===== config.mk =====
export PLATFORM = sky130hd
export DESIGN_NAME = nt_trigger_monitor
export DESIGN_NICKNAME = d
export VERILOG_FILES = /design/src/rtl/nt_monitor_pkg.sv /design/src/rtl/nt_misr16.sv /design/src/rtl/nt_trigger_monitor.sv
export SDC_FILE = /design/constraint.sdc
export NUM_CORES = 1
export LEC_CHECK = 0
export ABC_AREA = 1
export ABC_CLOCK_PERIOD_IN_PS = 3390
export BUFFER_PORTS_ARGS = -buffer_cell sky130_fd_sc_hd__buf_2
export CORE_UTILIZATION = 59
export CTS_CLUSTER_SIZE = 24
export DETAILED_ROUTE_END_ITERATION = 7
export GPL_TIMING_DRIVEN = 0
export PLACE_DENSITY_LB_ADDON = 0.15
export SYNTH_ARGS = -nofsm -noshare
export SYNTH_HDL_FRONTEND = slang
export SYNTH_SLANG_ARGS = --single-unit

===== constraint.sdc =====
create_clock -name I1470_clk -period 3.39 [get_ports I1470_clk]
set_input_delay 0.678 -clock I1470_clk [delete_from_list [all_inputs] [get_ports I1470_clk]]
set_output_delay 0.678 -clock I1470_clk [all_outputs]
set_load 0.005 [all_outputs]

===== src/rtl/nt_monitor_pkg.sv =====
// Shared definitions for the Nt-node observation monitors.
// Holds the monitor state encoding and the MISR seed / feedback tap mask.
package nt_monitor_pkg;

  typedef enum logic [1:0] {
    StIdle    = 2'd0,
    StMonitor = 2'd1,
    StAlarm   = 2'd2
  } nt_state_e;

  localparam logic [15:0] MisrSeed = 16'hACE1;
  // Feedback taps at bits 15, 13, 12 and 10.
  localparam logic [15:0] MisrTaps = 16'hB400;

endpackage


===== src/rtl/nt_misr16.sv =====
// 16-bit serial-input MISR with enable and synchronous active-low reset to a seed.
// Ports:
//   clk_i  - clock, rising edge
//   rst_ni - synchronous active-low reset, loads Seed
//   en_i   - absorb data_i this cycle
//   data_i - serial input bit
//   sig_o  - current signature
module nt_misr16
  import nt_monitor_pkg::*;
#(
  parameter logic [15:0] Seed = MisrSeed,
  parameter logic [15:0] Taps = MisrTaps
) (
  input  logic        clk_i,
  input  logic        rst_ni,
  input  logic        en_i,
  input  logic        data_i,
  output logic [15:0] sig_o
);

  logic [15:0] sig_q, sig_d;

  always_comb begin
    sig_d = sig_q;
    if (en_i) begin
      sig_d = {sig_q[14:0], (^(sig_q & Taps)) ^ data_i};
    end
  end

  always_ff @(posedge clk_i) begin
    if (!rst_ni) begin
      sig_q <= Seed;
    end else begin
      sig_q <= sig_d;
    end
  end

  assign sig_o = sig_q;

endmodule


===== src/rtl/nt_trigger_monitor.sv =====
// Rare-value rate monitor for a single Nt-node output.
// Tracks rare-value occurrences in a sliding window, raises a sticky alarm when the
// windowed count reaches THRESH on a full window, counts alarm entries and compacts
// the sampled stream into a MISR signature.
// Ports:
//   I1470_clk     - clock, rising edge
//   I1477_rst     - synchronous active-low reset
//   node_in       - observed node value
//   sample_en     - take node_in this cycle
//   clear         - soft clear of window, count, alarm (signature/event count kept)
//   alarm         - sticky alarm
//   match_cnt     - rare-value count in window
//   win_full      - window holds WIN samples
//   alarm_evt_cnt - saturating count of alarm entries
//   signature     - MISR state
module nt_trigger_monitor
  import nt_monitor_pkg::*;
#(
  parameter int unsigned WIN      = 8,
  parameter int unsigned THRESH   = 5,
  parameter logic        RARE_VAL = 1'b0,
  parameter int unsigned EVT_W    = 8,
  localparam int unsigned CW      = $clog2(WIN + 1)
) (
  input  logic             I1470_clk,
  input  logic             I1477_rst,
  input  logic             node_in,
  input  logic             sample_en,
  input  logic             clear,
  output logic             alarm,
  output logic [CW-1:0]    match_cnt,
  output logic             win_full,
  output logic [EVT_W-1:0] alarm_evt_cnt,
  output logic [15:0]      signature
);

  localparam logic [CW-1:0] FullC   = CW'(WIN);
  localparam logic [CW-1:0] ThreshC = CW'(THRESH);

  nt_state_e        state_q, state_d;
  logic [WIN-1:0]   win_q, win_d;
  logic [CW-1:0]    fill_q, fill_d;
  logic [CW-1:0]    cnt_q, cnt_d;
  logic             full_q, full_d;
  logic             alarm_q, alarm_d;
  logic [EVT_W-1:0] evt_q, evt_d;
  logic             hit;
  logic             drop;

  assign hit  = (node_in == RARE_VAL);
  // The oldest bit only leaves the count once the window is full.
  assign drop = full_q & win_q[WIN-1];

  always_comb begin
    state_d = state_q;
    win_d   = win_q;
    fill_d  = fill_q;
    cnt_d   = cnt_q;
    alarm_d = alarm_q;
    evt_d   = evt_q;
    if (clear) begin
      // Clear takes priority over a concurrent sample; the MISR still absorbs it.
      state_d = StIdle;
      win_d   = '0;
      fill_d  = '0;
      cnt_d   = '0;
      alarm_d = 1'b0;
    end else if (sample_en) begin
      win_d = {win_q[WIN-2:0], hit};
      if (!full_q) begin
        fill_d = fill_q + 1'b1;
      end
      if (hit && !drop) begin
        cnt_d = cnt_q + 1'b1;
      end else if (!hit && drop) begin
        cnt_d = cnt_q - 1'b1;
      end
      case (state_q)
        StIdle: state_d = StMonitor;
        StMonitor: begin
          if ((fill_d == FullC) && (cnt_d >= ThreshC)) begin
            state_d = StAlarm;
            alarm_d = 1'b1;
            if (evt_q != '1) begin
              evt_d = evt_q + 1'b1;
            end
          end
        end
        StAlarm: state_d = StAlarm;
        default: state_d = StIdle;
      endcase
    end
    full_d = (fill_d == FullC);
  end

  always_ff @(posedge I1470_clk) begin
    if (!I1477_rst) begin
      state_q <= StIdle;
      win_q   <= '0;
      fill_q  <= '0;
      cnt_q   <= '0;
      full_q  <= 1'b0;
      alarm_q <= 1'b0;
      evt_q   <= '0;
    end else begin
      state_q <= state_d;
      win_q   <= win_d;
      fill_q  <= fill_d;
      cnt_q   <= cnt_d;
      full_q  <= full_d;
      alarm_q <= alarm_d;
      evt_q   <= evt_d;
    end
  end

  nt_misr16 #(
    .Seed(MisrSeed),
    .Taps(MisrTaps)
  ) u_misr (
    .clk_i (I1470_clk),
    .rst_ni(I1477_rst),
    .en_i  (sample_en),
    .data_i(node_in),
    .sig_o (signature)
  );

  assign alarm         = alarm_q;
  assign match_cnt     = cnt_q;
  assign win_full      = full_q;
  assign alarm_evt_cnt = evt_q;

endmodule


==> impl_summary.log, run 1 <==
[metrics] Routed met2 length: 1920 µm
[metrics] Most used DFF post-synth: sky130_fd_sc_hd__dfxtp_1
[metrics] leakage power figure: 1.13 nW
[metrics] Ant. Diodes: 0
[metrics] number of nets with antenna violations after routing: 0
[metrics] required arrival time at the worst endpoint: 3.66 ns
[metrics] Clk Tree Root Cell: sky130_fd_sc_hd__clkbuf_4
[metrics] register-to-register setup slack: around 1.6 ns
[metrics] maximum buffer depth of the clock tree: 2
[metrics] routed via count: 1871
[metrics] starting density of the core: 0.624
[metrics] worst supply voltage drop on vdd: 325 µV
[metrics] reported max-cap violation count: 0
[metrics] cell with the most instances after synthesis: sky130_fd_sc_hd__nand2_1
[metrics] Synth Area per Inst: 7.49 µm²
[metrics] fraction of final layout cells with drive strength greater than 1: 0.216
[metrics] design area: 0.00238 mm²
[metrics] origin of the worst min-delay path: win_q[2]
[metrics] final critical path time including I/O delays and setup: approximately 1.8 ns
[metrics] RSZ-0062 raised after global routing: false
[metrics] die boundary height: slightly above 60 µm
[metrics] worst reg2reg startpoint: fill_q[1]
[metrics] number of flops mapped to enable cells by yosys: 0
[metrics] hold path depth: 2
[metrics] Die Width: 61.6 µm
[metrics] routed wire length per instance: 11.3 µm
[metrics] Worst Reg2Reg Path Length in Cells: 10
[metrics] total global routing overflow: 0
[metrics] category of the most critical setup path: reg -> reg
[metrics] Synth warnings: 0
[metrics] top cells by area, synth: sky130_fd_sc_hd__dfxtp_1, sky130_fd_sc_hd__nand2_1, sky130_fd_sc_hd__nor2_1, sky130_fd_sc_hd__a21oi_1, sky130_fd_sc_hd__inv_1
[metrics] final setup skew: 0.00940 ns
[metrics] signal arrival time at the worst endpoint: 2.08 ns
[metrics] Total Neg Setup Slack: 0 ns
[metrics] number of levels in the clock H-tree: 2
[metrics] count of hold-fix buffers inserted at cts: 0
[metrics] net count of the mapped netlist: 291
[metrics] PwrDens: 395 mW/mm²
[metrics] post-route met1 wirelength: between 2000 and 2500 µm
[metrics] Critical Path Start Type: register
[metrics] number of DRC markers after the initial detailed-route iteration: 75
[metrics] DRT Pass-1 Iters: 4
[metrics] RR Endpoint: alarm_evt_cnt[0]
[metrics] clock edge transition at the registers on the reported setup and hold paths: 0.12 ns
[metrics] global-route wire length before repair: ~6900 µm
[metrics] total CTS buffers: 5
[metrics] class of the worst hold path: reg -> reg
[metrics] normalized max-slew margin: 0.621
[metrics] Final Routed Wirelength: slightly above 4000 µm
[metrics] vias in the first global route: 1606
[metrics] IO Count: 35
[metrics] final estimated routing congestion in global placement: 0.752
[metrics] sequential area share after synthesis: 0.420
[metrics] #FFs+latches synth: 44
[metrics] estimated wirelength of the detail-placed design: a little over 3000 µm
[metrics] area growth from synthesis to final layout: 13.3%
[metrics] placed cell areas: 0.00232 mm²
[metrics] endpoint kind of the worst setup timing path: register
[metrics] Yosys top cell by area: sky130_fd_sc_hd__dfxtp_1
[metrics] Yosys top cell area share: 0.420
[metrics] top layer in use: met4
[metrics] Final period util: 0.533
[metrics] total of endpoints with negative setup slack in the final report: 0
[metrics] clock network latency to the later pin of the worst-skew pair: 0.36 ns
[metrics] antenna violations before repair: 0
[metrics] top cells by instance count after synthesis: sky130_fd_sc_hd__nand2_1, sky130_fd_sc_hd__dfxtp_1, sky130_fd_sc_hd__nor2_1, sky130_fd_sc_hd__inv_1, sky130_fd_sc_hd__a21oi_1
[metrics] number of nets in the layout: 330
[metrics] share of synthesized flip-flops with an asynchronous set or reset: 0
[metrics] area of the die: 0.00380 mm²
[metrics] critical-path maximum fanout: 10
[metrics] clock sinks: 44
[metrics] global-route usage over all layers: 0.249
[metrics] Final Hold Vio Count: 0
[metrics] Slew @ Worst Pin: 0.567 ns
[metrics] pin count of the biggest net entering global routing: 14
[metrics] worst min-delay path endpoint: win_q[2]
[metrics] port bufs: 32
[metrics] total of cells resized after clock tree synthesis: 0
[metrics] Core Region: 0.00336 mm²
[metrics] DRC violation count after routing: 0
[metrics] CTS tree: built
[metrics] result of the run: complete, no violations
[metrics] detail-routed via count per cell: 5.11
[metrics] total setup buffers inserted after CTS: 0
[metrics] Max Transition Viols Final: 0
[metrics] total number of placement rows: 21
[metrics] routed wl met3: roughly 140 µm
[metrics] count of mapped cells out of synthesis: 280
[metrics] Unique masters post-synth: 32
[metrics] maximum clock frequency: 0.554 GHz
[metrics] Cell Area, Synth: 0.00210 mm²
==> registers in the layout (all words and copies together), names as in the netlist <==
name	count
win_q	8
state_q	2
alarm	1
match_cnt	4
u_misr.sig_o	16
win_full	1
fill_q	4
alarm_evt_cnt	8
==> layer usage <==
metal / vias up / GRT usage
li1: 974 / -
met1: 862 / 0.307
met2: 29 / 0.424
met3: 6 / 0.0630
met4: 0 / 0.0857
met5: - / 0
==> kinds of logic after synthesis <==
group	Yosys count	synth area share
and+or+nand+nor	138	0.311
DFF	44	0.420
AOI/OAI and AO/OA	43	0.114
buffers and inverters	37	0.0692
xor gates and xnor gates	12	0.0501
adders and majority gates	6	0.0358
==> power by group <==
group | switching (mW) | internal [mW] | total (mW)
combinational | 0.0708 | 0.0465 | 0.117
clock | 0.168 | 0.0989 | 0.267
sequential | 0.0178 | 0.538 | 0.556
total | 0.256 | 0.684 | 0.940
==> through the flow <==
stage / setup slack [ns] / total power [mW] / hold slack (ns) / cells / util
after detailed placement: 1.34 / 0.686 / 0.450 / 358 / 0.689
final: 1.58 / 0.940 / 0.468 / 366 / 0.707
after CTS: 1.58 / 0.949 / 0.474 / 366 / 0.707
after global routing: 1.41 / 0.990 / 0.494 / 366 / 0.707
after floorplan: 1.73 / 0.648 / 0.434 / 280 / -
after global placement: 1.37 / 0.682 / 0.443 / 358 / 0.689
==> layout make-up <==
type / instances / area (µm²)
Buffer: 10 / 43.8
Clock buffer: 6 / 51.3
Clock inverter: 2 / 10.0
Fill cell: 339 / 986
Inverter: 27 / 101
Multi-Input combinational cell: 199 / 1070
Sequential cell: 44 / 881
Tap cell: 46 / 57.6
Timing Repair Buffer: 32 / 160
==> layout by cell type, fill, tap and decap left out, types with 4 or more instances in the layout <==
master | synthesis | final
sky130_fd_sc_hd__nand2_1 | 61 | 61
sky130_fd_sc_hd__dfxtp_1 | 44 | 44
sky130_fd_sc_hd__buf_2 | 4 | 36
sky130_fd_sc_hd__nor2_1 | 31 | 31
sky130_fd_sc_hd__inv_1 | 23 | 23
sky130_fd_sc_hd__a21oi_1 | 20 | 20
sky130_fd_sc_hd__nand3_1 | 17 | 17
sky130_fd_sc_hd__o21ai_0 | 16 | 16
sky130_fd_sc_hd__xor2_1 | 9 | 9
sky130_fd_sc_hd__nand2_2 | 8 | 8
sky130_fd_sc_hd__nand4_1 | 7 | 7
sky130_fd_sc_hd__ha_1 | 6 | 6
sky130_fd_sc_hd__clkbuf_4 | 0 | 5
sky130_fd_sc_hd__clkbuf_1 | 4 | 4
==> worst max path at each step <==
stage / start / endpoint / cells past startpoint
after detailed placement: I1477_rst / match_cnt[2] / 7
after CTS: fill_q[1] / alarm_evt_cnt[0] / 10
final: fill_q[1] / alarm_evt_cnt[0] / 10
after global placement: I1477_rst / match_cnt[2] / 7
after global routing: fill_q[1] / alarm_evt_cnt[7] / 10
after floorplan: node_in / state_q[0] / 14
==> critical path, cell delays in order, from the launching register on <==
cell and delay [ns]:
sky130_fd_sc_hd__dfxtp_1 0.41, sky130_fd_sc_hd__ha_1 0.25, sky130_fd_sc_hd__or2_1 0.21, sky130_fd_sc_hd__o21ai_2 0.07
sky130_fd_sc_hd__nand2_1 0.07, sky130_fd_sc_hd__nor2_1 0.12, sky130_fd_sc_hd__nand2_2 0.10, sky130_fd_sc_hd__inv_2 0.09
sky130_fd_sc_hd__nand4_4 0.17, sky130_fd_sc_hd__o21ai_1 0.17, sky130_fd_sc_hd__nor2_1 0.05
(Power assumes the default switching activity.)
==> run 2: changes to the inputs <==
ABC_CLOCK_PERIOD_IN_PS = 1700   (was 3390)
CORE_UTILIZATION = 55   (was 59)
clock period = 1.7 ns   (was 3.39 ns; I/O delays follow)
==> run 2 against run 1 <==
First-iteration DRC count decreased by 39%. Total power increased by 120%. Count of clock-buffer cells in the layout unchanged. Flip-flop and latch count unchanged. Combinational power increased by 120%. Cell area increased by 6.4%. Clock power increased to 2.6 times the previous value. Critical path depth increased by 3. Largest cell class unchanged.
==> impl_summary.log, run 2 (synthesis results as in run 1) <==
[metrics] result of the run: complete, no violations
[metrics] share of the core filled with cells: 0.691 (-0.0158)
[metrics] worst reg2reg startpoint: fill_q[1]
[metrics] total CTS buffers: 5 (unchanged)
[metrics] area growth from synthesis to final layout: 20.6%
[metrics] final critical path time including I/O delays and setup: 1.67 ns (-0.137 ns)
[metrics] category of the most critical setup path: reg -> reg
[metrics] port bufs: 32 (unchanged)
[metrics] number of nets with antenna violations after routing: 0 (unchanged)
[metrics] endpoint kind of the worst setup timing path: register
[metrics] DRT Pass-1 Iters: 4 (unchanged)
[metrics] area of the die: 0.00407 mm² (+7.0%)
[metrics] critical-path maximum fanout: 4 (-6)
[metrics] reported max-cap violation count: 0 (unchanged)
[metrics] leakage power figure: 1.19 nW (+5.2%)
[metrics] RSZ-0062 raised after global routing: true
[metrics] Final Hold Vio Count: 0 (unchanged)
[metrics] worst supply voltage drop on vdd: 860 µV (+160%)
[metrics] clock share of power: 0.340 (+0.056)
[metrics] proportion of total power due to net switching: 0.273 (about the same)
[metrics] register-to-register setup slack: 0.03 ns (-1.55 ns)
[metrics] commonest cells after routing, fill and taps aside: sky130_fd_sc_hd__nand2_1, sky130_fd_sc_hd__dfxtp_1, sky130_fd_sc_hd__buf_2
[metrics] commonest non-fill, non-tap cell in the layout: sky130_fd_sc_hd__nand2_1
[metrics] number of nets in the layout: 335 (+1.5%)
[metrics] clock edge transition at the registers on the reported setup and hold paths: 0.08 ns (-0.04 ns)
[metrics] final setup skew: 0.00440 ns (-0.00500 ns)
[metrics] final estimated routing congestion in global placement: 0.771 (+2.6%)
[metrics] Die Width: 63.8 µm (+3.5%)
[metrics] required arrival time at the worst endpoint: 1.95 ns (-1.71 ns)
[metrics] worst min-delay path endpoint: win_q[0]
[metrics] internal power consumption: 1.50 mW (+120%)
[metrics] starting density of the core: 0.573 (-0.0507)
[metrics] clock network latency to the later pin of the worst-skew pair: 0.30 ns (-0.06 ns)
[metrics] maximum clock frequency: 0.599 GHz (+8.2%)
[metrics] max FFs per register: 16 (unchanged)
[metrics] fill cell instance count of the final layout: 329 (-2.9%)
[metrics] fraction of final layout cells with drive strength greater than 1: 0.271 (+0.0551)
[metrics] origin of the worst min-delay path: node_in
[metrics] global-route wire length before repair: 7470 µm (+8.4%)
[metrics] Max Transition Viols Final: 0 (unchanged)
[metrics] die boundary height: 63.8 µm (+3.5%)
[metrics] routed wire length per instance: 11.7 µm (+3.6%)
[metrics] fraction of power consumed by combinational cells: 0.126 (about the same)
[metrics] hold path depth: 2 (unchanged)
[metrics] total global routing overflow: 0 (unchanged)
[metrics] routed via count: 1868 (-0.16%)
[metrics] Final Routed Wirelength: 4370 µm (+5.6%)
[metrics] Critical Path Start Type: register
[metrics] estimated wirelength of the detail-placed design: 3010 µm (-0.99%)
[metrics] pin count of the biggest net entering global routing: 15 (+1)
[metrics] signal arrival time at the worst endpoint: 1.92 ns (-0.16 ns)
[metrics] total number of placement rows: 22 (+4.8%)
[metrics] number of DRC markers after the initial detailed-route iteration: 46 (-39%)
[metrics] PwrDens: 817 mW/mm² (+110%)
[metrics] Ant. Diodes: 0 (unchanged)
[metrics] total of endpoints with negative setup slack in the final report: 0 (unchanged)
[metrics] detail-routed via count per cell: 5.01 (-2.0%)
[metrics] normalized max-slew margin: 0.550 (-0.0708)
[metrics] switching component of the power: 0.563 mW (+120%)
[metrics] DRC violation count after routing: 0 (unchanged)
[metrics] Final period util: 0.982 (+0.449)
[metrics] global-route usage over all layers: 0.239 (-0.0108)
[metrics] Worst Reg2Reg Path Length in Cells: 13 (+3)
[metrics] Total Neg Setup Slack: 0 ns (unchanged)
[metrics] RR Endpoint: state_q[0]
[metrics] IO Count: 35 (unchanged)
[metrics] clock sinks: 44 (unchanged)
[metrics] Flop pwr share: 0.534 (-0.058)
[metrics] class of the worst hold path: in -> reg
[metrics] vias in the first global route: 1692 (+5.4%)
[metrics] Core Region: 0.00366 mm² (+8.9%)
[metrics] Clk Tree Root Cell: sky130_fd_sc_hd__clkbuf_8
[metrics] antenna violations before repair: 0 (unchanged)
[metrics] maximum buffer depth of the clock tree: 2 (unchanged)
[metrics] number of levels in the clock H-tree: 2 (unchanged)
[metrics] CTS tree: built
[metrics] Slew @ Worst Pin: 0.673 ns (+0.106 ns)
==> run 2: cell count changes in the layout (fill, tap and decap cells not counted), moves of 2 or more <==
cell	previous run	this run
sky130_fd_sc_hd__clkbuf_4	5	0
sky130_fd_sc_hd__clkbuf_8	1	6
sky130_fd_sc_hd__dfxtp_1	44	39
sky130_fd_sc_hd__buf_4	0	4
sky130_fd_sc_hd__nand2_1	61	57
sky130_fd_sc_hd__dfxtp_2	0	3
sky130_fd_sc_hd__nand2_4	3	6
sky130_fd_sc_hd__nor2_1	31	28
sky130_fd_sc_hd__nor2_2	2	5
sky130_fd_sc_hd__clkinv_2	2	0
sky130_fd_sc_hd__clkinvlp_4	0	2
sky130_fd_sc_hd__dfxtp_4	0	2
==> run 2: power groups by stage <==
stage	Sequential, mW	Combinational (mW)	Clock [mW]
2_1_floorplan	1.13	0.161	0
3_3_place_gp	1.13	0.231	0
5_1_grt	1.11	0.293	0.749
6_report	1.10	0.260	0.703
3_5_place_dp	1.13	0.235	0
4_1_cts	1.11	0.253	0.705
==> run 2: area by class of cell <==
type                            count  area [µm²]  area share
Clock buffer                        6        82.6      0.0326
Tap cell                           48        60.1      0.0237
Timing Repair Buffer               36         190      0.0752
Inverter                           27         104      0.0410
Sequential cell                    44         892       0.353
Buffer                             10        43.8      0.0173
Multi-Input combinational cell    200        1140       0.452
Clock inverter                      2        15.0     0.00593
==> run 2: what timing repair did <==
item                                    4_1_cts  5_1_grt
resized for setup                            12        9
pin swaps                                     8        8
hold buffers                                  0        0
endpoints found under the setup margin       11       11
cloned                                        1        0
setup buffers                                 3        1
==> run 2: how the worst max path moves through the flow <==
stage	startpoint	end	slack, ns	depth (start not counted)
2_1_floorplan	match_cnt[0]	state_q[0]	0.05	16
3_3_place_gp	fill_q[1]	alarm_evt_cnt[0]	-0.06	10
3_5_place_dp	fill_q[1]	alarm_evt_cnt[0]	-0.1	10
4_1_cts	fill_q[0]	state_q[0]	-0.04	13
5_1_grt	fill_q[1]	state_q[0]	-0.07	13
6_report	fill_q[1]	state_q[0]	0.03	13
==> run 2: stage by stage <==
stage,hold WS [ns],instance area [µm²],power [mW],setup slack [ns],std cells
detailed placement,0.454,2320,1.37,-0.0961,360
global placement,0.447,2320,1.36,-0.0613,360
floorplan,0.434,2100,1.29,0.0533,280
global route,0.286,2530,2.15,-0.0724,373
CTS,0.273,2490,2.06,-0.0445,372
finish,0.273,2530,2.07,0.0313,373
==> run 2: critical path: stages (launching register included) <==
cell,delay [ns]
sky130_fd_sc_hd__dfxtp_2,0.34
sky130_fd_sc_hd__ha_4,0.22
sky130_fd_sc_hd__or2_1,0.21
sky130_fd_sc_hd__o21ai_2,0.06
sky130_fd_sc_hd__nand2_1,0.08
sky130_fd_sc_hd__nor2_2,0.10
sky130_fd_sc_hd__nand2_2,0.10
sky130_fd_sc_hd__inv_4,0.11
sky130_fd_sc_hd__nand2_4,0.06
sky130_fd_sc_hd__nand2_4,0.06
sky130_fd_sc_hd__nand2_4,0.07
sky130_fd_sc_hd__nand2_2,0.07
sky130_fd_sc_hd__nand2_2,0.04
sky130_fd_sc_hd__nor2_2,0.09
==> run 2: per-layer routing <==
metal	GRT usage	vias to the layer above	wire (µm)
met1	0.309	845	2170
met3	0.0571	6	157
met4	0.0852	0	63
li1	-	985	-
met5	0	-	0
met2	0.386	32	1980
==> run 3: changes to the inputs <==
SKIP_LAST_GASP = 1   (was unset)
SYNTH_HIERARCHICAL = 1   (was unset)
==> run 3 against run 2 <==
Count of clock-buffer cells in the layout fell by 1. Sequential power barely moved. Maximum frequency rose by 0.65%. Clock power rose by 33%. Cell area rose by 8.0%. Combinational power rose by 17%. Critical endpoint is now alarm_evt_cnt[0].
==> impl_summary.log, run 3 <==
[metrics] required arrival time at the worst endpoint: 1.93 ns (-0.02 ns)
[metrics] Yosys top cell by area: sky130_fd_sc_hd__dfxtp_1
[metrics] top cells by instance count after synthesis: sky130_fd_sc_hd__nand2_1, sky130_fd_sc_hd__dfxtp_1, sky130_fd_sc_hd__a21oi_1, sky130_fd_sc_hd__inv_1, sky130_fd_sc_hd__nor2_1
[metrics] highest cell delay on the worst timing path: 0.40 ns (+0.06 ns)
[metrics] result of the run: complete, no violations
[metrics] Slew @ Worst Pin: 0.464 ns (-0.209 ns)
[metrics] worst supply voltage drop on vdd: 641 µV (-25%)
[metrics] class of the worst hold path: in -> reg
[metrics] routed via count: 1986 (+6.3%)
[metrics] clock network latency to the later pin of the worst-skew pair: 0.29 ns (about the same)
[metrics] share of the core filled with cells: 0.735 (+0.0443)
[metrics] fraction of final layout cells with drive strength greater than 1: 0.320 (+0.0488)
[metrics] clock edge transition at the registers on the reported setup and hold paths: 0.08 ns (about the same)
[metrics] Ant. Diodes: 0 (unchanged)
[metrics] total number of placement rows: 22 (unchanged)
[metrics] starting density of the core: 0.578 (+0.00464)
[metrics] share of synthesized flip-flops with an asynchronous set or reset: 0 (unchanged)
[metrics] CP dominant cell by count: sky130_fd_sc_hd__nand2_1
[metrics] global-route wire length before repair: 7380 µm (-1.1%)
[metrics] Core Region: 0.00372 mm² (+1.5%)
[metrics] final setup skew: 0.00337 ns (-0.00103 ns)
[metrics] cell with the most instances after synthesis: sky130_fd_sc_hd__nand2_1
[metrics] reported max-cap violation count: 0 (unchanged)
[metrics] Yosys top cell area share: 0.410 (-0.00954)
[metrics] ordered list of cells on the worst path: ha_1, nand2_1, nor3b_4, a31oi_4, nand3_4, nand2_1, a21oi_1
[metrics] DRC violation count after routing: 0 (unchanged)
[metrics] Critical Path Start Type: register
[metrics] fraction of power consumed by combinational cells: 0.130 (+0.004)
[metrics] CTS tree: built
[metrics] top cells by area, synth: sky130_fd_sc_hd__dfxtp_1, sky130_fd_sc_hd__nand2_1, sky130_fd_sc_hd__a21oi_1, sky130_fd_sc_hd__nand3_1, sky130_fd_sc_hd__inv_1
[metrics] estimated wirelength of the detail-placed design: 3090 µm (+2.7%)
[metrics] total CTS buffers: 5 (unchanged)
[metrics] DRT Pass-1 Iters: 4 (unchanged)
[metrics] Clk Tree Root Cell: sky130_fd_sc_hd__clkbuf_8
[metrics] commonest cells after routing, fill and taps aside: sky130_fd_sc_hd__nand2_1, sky130_fd_sc_hd__dfxtp_1, sky130_fd_sc_hd__buf_2
[metrics] number of nets in the layout: 349 (+4.2%)
[metrics] commonest non-fill, non-tap cell in the layout: sky130_fd_sc_hd__nand2_1
[metrics] Flop pwr share: 0.472 (-0.062)
[metrics] PwrDens: 857 mW/mm² (+5.0%)
[metrics] RSZ-0062 raised after global routing: true
[metrics] net count of the mapped netlist: 295 (+1.4%)
[metrics] max FFs per register: 16 (unchanged)
[metrics] count of mapped cells out of synthesis: 284 (+1.4%)
[metrics] Unique masters post-synth: 27 (-16%)
[metrics] Synth warnings: 6 (+6)
[metrics] Final period util: 0.975 (-0.00634)
[metrics] leakage power figure: 1.27 nW (+6.3%)
[metrics] signal arrival time at the worst endpoint: 1.89 ns (-0.03 ns)
[metrics] die boundary height: 64.5 µm (+1.1%)
[metrics] category of the most critical setup path: reg -> reg
[metrics] switching component of the power: 0.565 mW (+0.25%)
[metrics] global-route usage over all layers: 0.231 (-0.00713)
[metrics] final estimated routing congestion in global placement: 0.886 (+15%)
[metrics] Final Routed Wirelength: 4740 µm (+8.5%)
[metrics] pin count of the biggest net entering global routing: 14 (-1)
[metrics] number of levels in the clock H-tree: 2 (unchanged)
[metrics] maximum clock frequency: 0.603 GHz (+0.65%)
[metrics] number of nets with antenna violations after routing: 0 (unchanged)
[metrics] clock share of power: 0.398 (+0.058)
[metrics] Worst Reg2Reg Path Length in Cells: 7 (-6)
[metrics] Max Transition Viols Final: 0 (unchanged)
[metrics] slowest CP cell: sky130_fd_sc_hd__dfxtp_1
[metrics] normalized max-slew margin: 0.691 (+0.141)
[metrics] number of DRC markers after the initial detailed-route iteration: 136 (+200%)
[metrics] endpoint kind of the worst setup timing path: register
[metrics] proportion of total power due to net switching: 0.241 (-0.0316)
[metrics] antenna violations before repair: 0 (unchanged)
[metrics] critical-path maximum fanout: 9 (+5)
[metrics] vias in the first global route: 1644 (-2.8%)
[metrics] Most used DFF post-synth: sky130_fd_sc_hd__dfxtp_1
[metrics] number of flops mapped to enable cells by yosys: 0 (unchanged)
[metrics] total global routing overflow: 0 (unchanged)
[metrics] count of placed standard cells including taps: 366 (+1.7%)
[metrics] count of hold-fix buffers inserted at cts: 0 (unchanged)
[metrics] area of the die: 0.00416 mm² (+2.3%)
[metrics] Cell Area, Synth: 0.00215 mm² (+2.3%)
[metrics] area growth from synthesis to final layout: 27.3%
[metrics] Die Width: 64.5 µm (+1.1%)
[metrics] routed wire length per instance: 12.3 µm (+4.8%)
[metrics] internal power consumption: 1.78 mW (+18%)
[metrics] Synth Area per Inst: 7.56 µm² (+0.88%)
[metrics] Final Hold Vio Count: 0 (unchanged)
[metrics] maximum buffer depth of the clock tree: 2 (unchanged)
[metrics] final std cells w/o fill: 386 (+3.5%)
[metrics] port bufs: 34 (+6.3%)
[metrics] #FFs+latches synth: 44 (unchanged)
[metrics] sequential area share after synthesis: 0.410 (-0.00954)
[metrics] clock sinks: 44 (unchanged)
[metrics] detail-routed via count per cell: 5.15 (+2.7%)
[metrics] total of endpoints with negative setup slack in the final report: 0 (unchanged)
[metrics] IO Count: 35 (unchanged)
[metrics] final critical path time including I/O delays and setup: 1.66 ns (-0.0108 ns)
[metrics] hold path depth: 3 (+1)
-- run 3: cell types whose count changed after synthesis, moves of 3 or more --
cell                      delta
sky130_fd_sc_hd__o21ai_0     -5
sky130_fd_sc_hd__buf_2       -3
sky130_fd_sc_hd__nand4_1     +4
sky130_fd_sc_hd__inv_2       +3
sky130_fd_sc_hd__buf_6       +3
sky130_fd_sc_hd__nand2_2     -4
sky130_fd_sc_hd__nand3_1     +3
sky130_fd_sc_hd__a21oi_1     +6
sky130_fd_sc_hd__buf_4       +3
sky130_fd_sc_hd__nor2_1      -9
sky130_fd_sc_hd__inv_1       +3
sky130_fd_sc_hd__nand3_2     +3
sky130_fd_sc_hd__o21ai_1     +4
-- run 3: cell type report --
type	instances	area [µm²]
multi-input combinational	197	1170
fill	301	983
sequential	44	895
timing repair buffer	47	270
inverter	32	125
buffer	11	80.1
clock buffer	5	68.8
clock inverter	2	60.1
tap	48	60.1
-- run 3: repair_timing --
action,in CTS,in global routing
endpoints found under the hold margin,0,0
pin swaps,1,12
setup endpoints to repair,11,11
resized for setup,5,31
gates cloned,0,2
setup buffers,2,9
-- run 3: cell families (layout without fill, tap and decap cells) --
kind of cell / count (synthesis) / count (layout) / synth area share
xor gates and xnor gates: 11 / 11 / 0.0449
and+or+nand+nor: 129 / 129 / 0.284
AOI/OAI and AO/OA: 50 / 50 / 0.129
DFF: 44 / 44 / 0.410
muxes: 1 / 1 / 0.00466
buffers and inverters: 43 / 97 / 0.0915
adders and majority gates: 6 / 6 / 0.0350
-- run 3: per-layer routing --
layer  track usage  share of wire
met5             0              0
met3        0.0475          0.028
met1         0.289           0.47
met2         0.392           0.49
met4        0.0833          0.016
-- run 3: path summary, 6_finish.rpt --
kind                            slack, ns             start                to
worst min-delay path                 0.35         I1477_rst  u_misr/sig_o[12]
worst max register to register       0.04  alarm_evt_cnt[0]  alarm_evt_cnt[0]
worst max-delay path                 0.04  alarm_evt_cnt[0]  alarm_evt_cnt[0]
worst min register to register       0.45             alarm             alarm
-- run 3: power by group through the flow --
stage / Combinational [mW] / Clock, mW / Sequential, mW
after floorplan: 0.176 / 0 / 1.13
after CTS: 0.269 / 0.942 / 1.10
after detailed placement: 0.259 / 0 / 1.13
after global placement: 0.254 / 0 / 1.13
after global routing: 0.343 / 0.994 / 1.11
final: 0.305 / 0.932 / 1.11
-- run 3: critical path, delay by kind of cell (launching register included) --
kind                     cells  cell delay [ns]
adder cells (fa/ha/maj)      1             0.20
AO/OA/AOI/OAI                2             0.33
flip-flops                   1             0.40
AND/OR/NAND/NOR              4             0.66
-- run 3: metrics by stage --
step	hold slack (ns)	power [mW]	setup slack, ns	TNS (ns)	instance area [µm²]
after global routing	0.347	2.45	-0.0451	-0.331	2730
final	0.347	2.34	0.0420	0	2730
after floorplan	0.433	1.31	0.0274	0	2150
after detailed placement	0.445	1.39	-0.226	-2.02	2380
after CTS	0.343	2.32	0.00792	0	2550
after global placement	0.439	1.39	-0.200	-1.76	2380
